===== config.mk =====
export PLATFORM = sky130hd
export DESIGN_NAME = uart_tx_arbiter_flat
export DESIGN_NICKNAME = d
export VERILOG_FILES = /design/src/rtl/uart_tx_arbiter_if.sv /design/src/rtl/uart_tx_arbiter.sv /design/src/flat_wrapper.sv
export SDC_FILE = /design/constraint.sdc
export NUM_CORES = 1
export LEC_CHECK = 0
export ABC_AREA = 1
export CELL_PAD_IN_SITES_DETAIL_PLACEMENT = 0
export CELL_PAD_IN_SITES_GLOBAL_PLACEMENT = 1
export CORE_MARGIN = 3
export CORE_UTILIZATION = 37
export CTS_CLUSTER_SIZE = 16
export DETAILED_ROUTE_END_ITERATION = 6
export GPL_ROUTABILITY_DRIVEN = 0
export PLACE_DENSITY_LB_ADDON = 0.2
export SYNTH_ARGS = -nofsm -noshare
export SYNTH_HDL_FRONTEND = slang
export SYNTH_SLANG_ARGS = --single-unit

===== constraint.sdc =====
create_clock -name clk -period 2.48 [get_ports clk]
set_input_delay 0.496 -clock clk [delete_from_list [all_inputs] [get_ports clk]]
set_output_delay 0.496 -clock clk [all_outputs]
set_load 0.005 [all_outputs]

===== src/rtl/uart_tx_arbiter_if.sv =====
// Bundle of the two byte-source request ports, the TX engine handshake and the
// grant status. "slave" is the arbiter's view; "master" is the environment's view.
interface uart_tx_arbiter_if #(
  parameter int DATA_WIDTH = 8
);
  logic                  req0_valid;
  logic [DATA_WIDTH-1:0] req0_data;
  logic                  req0_last;
  logic                  req0_ready;
  logic                  req1_valid;
  logic [DATA_WIDTH-1:0] req1_data;
  logic                  req1_last;
  logic                  req1_ready;
  logic                  tx_start;
  logic [DATA_WIDTH-1:0] tx_data;
  logic                  tx_busy;
  logic                  grant_valid;
  logic                  grant_id;

  modport slave (
    input  req0_valid, req0_data, req0_last,
    input  req1_valid, req1_data, req1_last,
    input  tx_busy,
    output req0_ready, req1_ready,
    output tx_start, tx_data,
    output grant_valid, grant_id
  );

  modport master (
    output req0_valid, req0_data, req0_last,
    output req1_valid, req1_data, req1_last,
    output tx_busy,
    input  req0_ready, req1_ready,
    input  tx_start, tx_data,
    input  grant_valid, grant_id
  );
endinterface


===== src/rtl/uart_tx_arbiter.sv =====
// Shares one UART TX engine between two byte sources. Ownership is granted per
// frame (bytes up to last=1), round-robin between frames, and is also released
// on a burst limit or when the owner stalls too long in ISSUE.
module uart_tx_arbiter #(
  parameter int DATA_WIDTH   = 8,
  parameter int MAX_BURST    = 16,
  parameter int IDLE_TIMEOUT = 1024
) (
  input  logic              clk,
  input  logic              reset,
  uart_tx_arbiter_if.slave  bus
);

  localparam int BCW = $clog2(MAX_BURST) + 1;
  localparam int ICW = $clog2(IDLE_TIMEOUT) + 1;
  localparam logic [BCW-1:0] BURST_LIM = BCW'(MAX_BURST);
  localparam logic [ICW-1:0] IDLE_LIM  = ICW'(IDLE_TIMEOUT);

  typedef enum logic [1:0] {IDLE, ISSUE, WAIT_ACK, WAIT_DONE} state_t;

  state_t                state_q, state_d;
  logic                  grant_valid_q, grant_valid_d;
  logic                  grant_id_q, grant_id_d;
  logic                  rr_ptr_q, rr_ptr_d;
  logic                  tx_start_q, tx_start_d;
  logic [DATA_WIDTH-1:0] tx_data_q, tx_data_d;
  logic                  last_q, last_d;
  logic [BCW-1:0]        byte_cnt_q, byte_cnt_d;
  logic [ICW-1:0]        idle_cnt_q, idle_cnt_d;

  logic                  g_valid;
  logic [DATA_WIDTH-1:0] g_data;
  logic                  g_last;
  logic                  rel;
  logic [BCW-1:0]        byte_inc;
  logic [ICW-1:0]        idle_inc;

  function automatic logic [BCW-1:0] sat_inc_byte(input logic [BCW-1:0] v);
    return (&v) ? v : v + 1'b1;
  endfunction

  function automatic logic [ICW-1:0] sat_inc_idle(input logic [ICW-1:0] v);
    return (&v) ? v : v + 1'b1;
  endfunction

  // State and datapath registers; everything returns to idle values on reset.
  always_ff @(posedge clk) begin
    if (reset) begin
      state_q       <= IDLE;
      grant_valid_q <= 1'b0;
      grant_id_q    <= 1'b0;
      rr_ptr_q      <= 1'b0;
      tx_start_q    <= 1'b0;
      tx_data_q     <= '0;
      last_q        <= 1'b0;
      byte_cnt_q    <= '0;
      idle_cnt_q    <= '0;
    end else begin
      state_q       <= state_d;
      grant_valid_q <= grant_valid_d;
      grant_id_q    <= grant_id_d;
      rr_ptr_q      <= rr_ptr_d;
      tx_start_q    <= tx_start_d;
      tx_data_q     <= tx_data_d;
      last_q        <= last_d;
      byte_cnt_q    <= byte_cnt_d;
      idle_cnt_q    <= idle_cnt_d;
    end
  end

  // Next-state logic: grant selection, byte issue, engine handshake, release.
  always_comb begin
    state_d       = state_q;
    grant_valid_d = grant_valid_q;
    grant_id_d    = grant_id_q;
    rr_ptr_d      = rr_ptr_q;
    tx_start_d    = tx_start_q;
    tx_data_d     = tx_data_q;
    last_d        = last_q;
    byte_cnt_d    = byte_cnt_q;
    idle_cnt_d    = idle_cnt_q;
    rel           = 1'b0;
    g_valid       = grant_id_q ? bus.req1_valid : bus.req0_valid;
    g_data        = grant_id_q ? bus.req1_data  : bus.req0_data;
    g_last        = grant_id_q ? bus.req1_last  : bus.req0_last;
    byte_inc      = sat_inc_byte(byte_cnt_q);
    idle_inc      = sat_inc_idle(idle_cnt_q);

    unique case (state_q)
      IDLE: begin
        if (bus.req0_valid || bus.req1_valid) begin
          // Contention is settled by rr_ptr; a lone requester wins outright.
          grant_id_d    = (bus.req0_valid && bus.req1_valid) ? rr_ptr_q : bus.req1_valid;
          grant_valid_d = 1'b1;
          byte_cnt_d    = '0;
          idle_cnt_d    = '0;
          state_d       = ISSUE;
        end
      end
      ISSUE: begin
        if (g_valid) begin
          tx_data_d  = g_data;
          tx_start_d = 1'b1;
          last_d     = g_last;
          byte_cnt_d = byte_inc;
          state_d    = WAIT_ACK;
        end else if (IDLE_TIMEOUT != 0 && idle_inc == IDLE_LIM) begin
          rel = 1'b1;
        end else begin
          idle_cnt_d = idle_inc;
        end
      end
      WAIT_ACK: begin
        if (bus.tx_busy) begin
          tx_start_d = 1'b0;
          state_d    = WAIT_DONE;
        end
      end
      WAIT_DONE: begin
        if (!bus.tx_busy) begin
          if (last_q || (MAX_BURST != 0 && byte_cnt_q == BURST_LIM)) begin
            rel = 1'b1;
          end else begin
            idle_cnt_d = '0;
            state_d    = ISSUE;
          end
        end
      end
      default: state_d = IDLE;
    endcase

    // Releasing hands priority to the other port for the next contention.
    if (rel) begin
      state_d       = IDLE;
      grant_valid_d = 1'b0;
      rr_ptr_d      = ~grant_id_q;
    end
  end

  assign bus.req0_ready  = (state_q == ISSUE) && !grant_id_q;
  assign bus.req1_ready  = (state_q == ISSUE) &&  grant_id_q;
  assign bus.tx_start    = tx_start_q;
  assign bus.tx_data     = tx_data_q;
  assign bus.grant_valid = grant_valid_q;
  assign bus.grant_id    = grant_id_q;

endmodule

===== src/flat_wrapper.sv =====
// flat-port wrapper written by rule: the top's interface ports become plain ports
module uart_tx_arbiter_flat 
#(
  parameter int DATA_WIDTH   = 8,
  parameter int MAX_BURST    = 16,
  parameter int IDLE_TIMEOUT = 1024
)
  (clk, reset, bus_req0_valid, bus_req0_data, bus_req0_last, bus_req1_valid, bus_req1_data, bus_req1_last, bus_tx_busy, bus_req0_ready, bus_req1_ready, bus_tx_start, bus_tx_data, bus_grant_valid, bus_grant_id);
  uart_tx_arbiter_if #(.DATA_WIDTH(DATA_WIDTH)) bus_i ();
  input  logic clk;
  input  logic reset;
  input wire logic [$bits(bus_i.req0_valid)-1:0] bus_req0_valid;
  input wire logic [$bits(bus_i.req0_data)-1:0] bus_req0_data;
  input wire logic [$bits(bus_i.req0_last)-1:0] bus_req0_last;
  input wire logic [$bits(bus_i.req1_valid)-1:0] bus_req1_valid;
  input wire logic [$bits(bus_i.req1_data)-1:0] bus_req1_data;
  input wire logic [$bits(bus_i.req1_last)-1:0] bus_req1_last;
  input wire logic [$bits(bus_i.tx_busy)-1:0] bus_tx_busy;
  output wire logic [$bits(bus_i.req0_ready)-1:0] bus_req0_ready;
  output wire logic [$bits(bus_i.req1_ready)-1:0] bus_req1_ready;
  output wire logic [$bits(bus_i.tx_start)-1:0] bus_tx_start;
  output wire logic [$bits(bus_i.tx_data)-1:0] bus_tx_data;
  output wire logic [$bits(bus_i.grant_valid)-1:0] bus_grant_valid;
  output wire logic [$bits(bus_i.grant_id)-1:0] bus_grant_id;
  assign bus_i.req0_valid = bus_req0_valid;
  assign bus_i.req0_data = bus_req0_data;
  assign bus_i.req0_last = bus_req0_last;
  assign bus_i.req1_valid = bus_req1_valid;
  assign bus_i.req1_data = bus_req1_data;
  assign bus_i.req1_last = bus_req1_last;
  assign bus_i.tx_busy = bus_tx_busy;
  assign bus_req0_ready = bus_i.req0_ready;
  assign bus_req1_ready = bus_i.req1_ready;
  assign bus_tx_start = bus_i.tx_start;
  assign bus_tx_data = bus_i.tx_data;
  assign bus_grant_valid = bus_i.grant_valid;
  assign bus_grant_id = bus_i.grant_id;
  uart_tx_arbiter #(.DATA_WIDTH(DATA_WIDTH), .MAX_BURST(MAX_BURST), .IDLE_TIMEOUT(IDLE_TIMEOUT)) u_core (.clk(clk), .reset(reset), .bus(bus_i));
endmodule

-- Yosys cells after proc, flatten, opt, wreduce, memory -nomap -nowiden
Index checks and enable logic that the tools add are counted.
- add/subtract/negate cells: 2
- eq/ne operators: 13
- mux-type cells: 29
- bitwise logic cells: 1
- reductions and logical operators: 19
- operators by type and width (operator ; count):
    $mux W11 ; 6
    $pmux W11 S3 ; 1
    $mux W5 ; 3
    $ne A2 B2 Y1 const B ; 6
    $add A11 B1 Y11 const B ; 1
    $eq A11 B11 Y1 const B ; 1
    $reduce_and A11 Y1 ; 1
    $mux W2 ; 5
    $pmux W5 S2 ; 1
    $reduce_and A5 Y1 ; 2
    $mux W1 ; 9
    $mux W8 ; 1
    $pmux W2 S4 ; 1
    $reduce_and A6 Y1 ; 1
    $add A5 B1 Y5 const B ; 1
    $eq A5 B5 Y1 const B ; 1
    $eq A2 B2 Y1 const B ; 2
    $ne A2 B1 Y1 const B ; 2
    $pmux W1 S2 ; 2
    $reduce_and A2 Y1 ; 2
    $reduce_and A4 Y1 ; 1
    $reduce_bool A2 Y1 ; 2
    $logic_and A1 B1 Y1 ; 3
    $reduce_and A3 Y1 ; 1
    7 further kinds ; 8
- register bits: 31
- output and inout bits: 13

-- Depth between registers and ports, before layout
- depth after elaboration: 7
- depth in mapped cells: 14
- depth with buffers taken out: 14

-- Least setup slack after synthesis
No wires, ideal clock.
- path kind: reg2reg
- from: register u_core.state_q[0]
- to: register u_core.idle_cnt_q[3]
- library setup time: 0.128 ns
- arrival time: 1.688 ns
- data required time: 2.352 ns
- setup slack: 0.665 ns
- cell stages (with the launch flop): 12
- path buffers: 1
- clock period less this slack: 1.815 ns
- path through: dfxtp_1 -> inv_1 -> ha_1 -> inv_1 -> nor2_1 -> a21oi_1 -> nand3_1 -> nor2_1 -> buf_2 -> nand3_1 -> nand2_1 -> nor2_1
- cells in the longest elaborated chain, start to end: 3
- elaborated cells on any way between the ends: 11
- classes of those cells: eq/ne (7); mux (1); reduce/logical (3)
- RTL lines (item ; line ; RTL):
    from (decl) ; uart_tx_arbiter.sv:21 ; state_t state_q, state_d;
    from (signal assigned) ; uart_tx_arbiter.sv:59 ; state_q <= state_d;
    $eq A2 B1 Y1, or another cell as far along ; uart_tx_arbiter.sv:89 ; unique case (state_q)
    $ne A2 B2 Y1 (no line), or another cell as far along ; - ;
    $reduce_and A6 Y1 (no line) ; - ;
    to (signal assigned) ; uart_tx_arbiter.sv:67 ; idle_cnt_q <= idle_cnt_d;
    to (decl) ; uart_tx_arbiter.sv:29 ; logic [ICW-1:0] idle_cnt_q, idle_cnt_d;
Several ways; a longest one is shown, not always the timed one.
A chain may end at the register's enable or synchronous reset.

-- Final worst setup path
- from: register u_core.state_q[1]
- to: output bus_req0_ready
- cells in the longest elaborated chain, start to end: 2
- RTL lines (item ; line ; RTL):
    $eq A2 B1 Y1 ; uart_tx_arbiter.sv:140 ; assign bus.req0_ready = (state_q == ISSUE) && !grant_id_q;
    $logic_and A1 B1 Y1 ; uart_tx_arbiter.sv:140 ;
    to (decl) ; flat_wrapper.sv:19 ; output wire logic [$bits(bus_i.req0_ready)-1:0] bus_req0_ready;
Every way passes these cells.

==> metrics.txt <==
status=finished, final reports clean; Starting Density=0.386; DR WL/cell=12.1 um; HPWL reported at the end of detailed placement=3720 um; core area=5140 sq um; cell repeated most along the worst path=inv_1; Worst-Margin Slew=0.438 ns; count of cell types in the netlist=33; Tcrit/Tclk final=0.945; # diodes=0; gr usage total=0.169; FMAX=427 MHz; DRC errors left=0; Critical Path Start Type=flop; Post-DRT Antenna Nets=0; Min-Delay Startpoint=u_core.byte_cnt_q[2]; # rows=26; most common cell in the synthesized netlist=nand2_1; DR WL met2=2200 um; WL final=4880 um; CP arrival=1.85 ns; Clock Skews=0.00445 ns; crit path max-delay cell type=clkdlybuf4s50_1; M1 WL=2440 um; worst-skew pair later-pin latency=0.29 ns; share of the synthesized area in the top cell type=0.313; vias in the first global route=1771; ys async rst share=0; via count=1892; Avg Vias per Cell=4.71; Die Ht=79.3 um; Yosys top cell by area=dfxtp_1; RR Startpoint=u_core.idle_cnt_q[0]; top cells by area, synth=dfxtp_1 31%, nand2_1 15%, nand3_1 6.0%; Port Buffers=35; die area=6280 sq um; max-cap check violation count=0; Top Layer Used=met4; crit-path max FO=7; H-tree depth=2; CP peak stage delay=0.53 ns; largest net degree at the start of global routing=20; Post-synth top cells=77 x nand2_1, 32 x inv_1, 31 x dfxtp_1; syn nets=324; IO Pins=36; worst-path cell chain=inv_1 > ha_1 > inv_1 > nor2_1 > clkdlybuf4s50_1; power per cell area=963 nW/um^2; Slew Limit Fails=0; Fin. Hold Viols=0; met3 routed WL=192 um; YS warnings=0; mapped cell area=1990 sq um; layout cells sized above 1=0.111; clock buffer depth=2; Worst-path clk slew=0.07 ns; Yosys reg bits=31; Rel. slew slack=0.707; ys flop type=dfxtp_1; initial antenna violation count=0; Crit Path Class=flop to output port; crit end category=output port; Hold Buf Count CTS=0; RSZ-0062 raised after global routing=false; clock buffers created by TritonCTS=5; sequential area share after synthesis=0.313; First-pass DRT Iterations=5; die outline width=79.3 um; number of synthesized flops with an enable pin=0; Post CTS Setup Buffer Count=0; CTS root buf=clkbuf_8; CP Data Required Time=1.98 ns; DR iter-0 viols=97; Mapped Cells=292; Setup TNS Final=0 ns; leakage=0.00113 uW; Area Growth Syn to Fin=26.4%; Total Power=2420 uW; peak supply drop=0.000570 V; post-cts sizing count=0; Mean Syn Cell Area=6.80 sq um; first-pass GRT wire length=8290 um; clock net sink count=31; GRT overflow=0; Worst Setup SP=u_core.state_q[1]; Final setup viols=0; Nets=363; Tightest Hold Check Type=flop to flop; CTS tree=yes; Min Clock Period, post-route=2.34 ns
[state kept, by name, indices dropped and copies added, names as in the netlist]
signal / count
u_core.byte_cnt_q: 5
u_core.idle_cnt_q: 11
u_core.bus.tx_start: 1
u_core.last_q: 1
u_core.state_q: 2
u_core.bus.grant_id: 1
u_core.rr_ptr_q: 1
u_core.bus.tx_data: 8
u_core.bus.grant_valid: 1
[worst max-delay path, delay by kind of cell (launching register included)]
| family | cells | cell delay, ns |
|---|---|---|
| adder cells (fa/ha/maj) | 1 | 0.30 |
| flip-flops | 1 | 0.33 |
| buffers and inverters | 3 | 0.81 |
| AND/OR/NAND/NOR | 1 | 0.11 |
[area by class of cell]
class | count | area (sq um)
Inverter | 32 | 120
Tap cell | 70 | 87.6
Fill cell | 549 | 2630
Clock inverter | 1 | 5.00
Multi-Input combinational cell | 219 | 1200
Sequential cell | 31 | 621
Timing Repair Buffer | 42 | 403
Clock buffer | 7 | 76.3
[kinds of logic after synthesis]
| group | Yosys count | share of synthesized area |
|---|---|---|
| xor gates and xnor gates | 3 | 0.0170 |
| adders and majority gates | 9 | 0.0567 |
| and+or+nand+nor | 158 | 0.389 |
| AOI/OAI and AO/OA | 49 | 0.140 |
| DFF | 31 | 0.313 |
| buffers and inverters | 42 | 0.0844 |
[power breakdown]
group / internal [uW] / leakage [uW] / switching [uW]
clock network: 197 / 0.0000422 / 193
logic: 527 / 0.000834 / 736
registers: 650 / 0.000254 / 114
total: 1370 / 0.00113 / 1040
[layout by cell type, fill, tap and decap left out, drive strengths merged]
cell type,count
nand3b,1
clkinv,1
dfxtp,31
buf,7
a211oi,1
nor3b,1
nand3,33
clkbuf,7
a41o,1
nand2,80
xnor2,1
o21ai,23
o211ai,1
a21oi,12
or2,4
nor2,33
inv,32
nand4,4
xor2,2
a31oi,10
o21bai,1
ha,9
clkdlybuf4s50,35
nor3,2
[metal layers]
| metal | track usage | up-vias |
|---|---|---|
| li1 | - | 1030 |
| met1 | 0.228 | 825 |
| met2 | 0.265 | 32 |
| met3 | 0.0420 | 5 |
| met4 | 0.0464 | 0 |
| met5 | 0 | - |
[through the flow]
stage          setup slack [ns]  hold slack (ns)  instance area (sq um)  std cells  utilization
2_1_floorplan             0.665            0.435                   1990        292            -
3_3_place_gp              0.307            0.467                   2430        394        0.472
3_5_place_dp              0.257            0.456                   2430        394        0.472
4_1_cts                  0.0951            0.466                   2510        402        0.488
5_1_grt                  0.0197            0.498                   2510        402        0.488
6_report                  0.137            0.466                   2510        402        0.488
[final timing paths]
kind	to	cells after the start	slack (ns)
hold reg to reg	u_core.byte_cnt_q[2]	1	0.47
setup reg to reg	u_core.idle_cnt_q[8]	13	0.45
hold / removal	u_core.byte_cnt_q[2]	1	0.47
setup / recovery	bus_req0_ready	5	0.14
No activity file was read; power rests on OpenSTA's default activity.
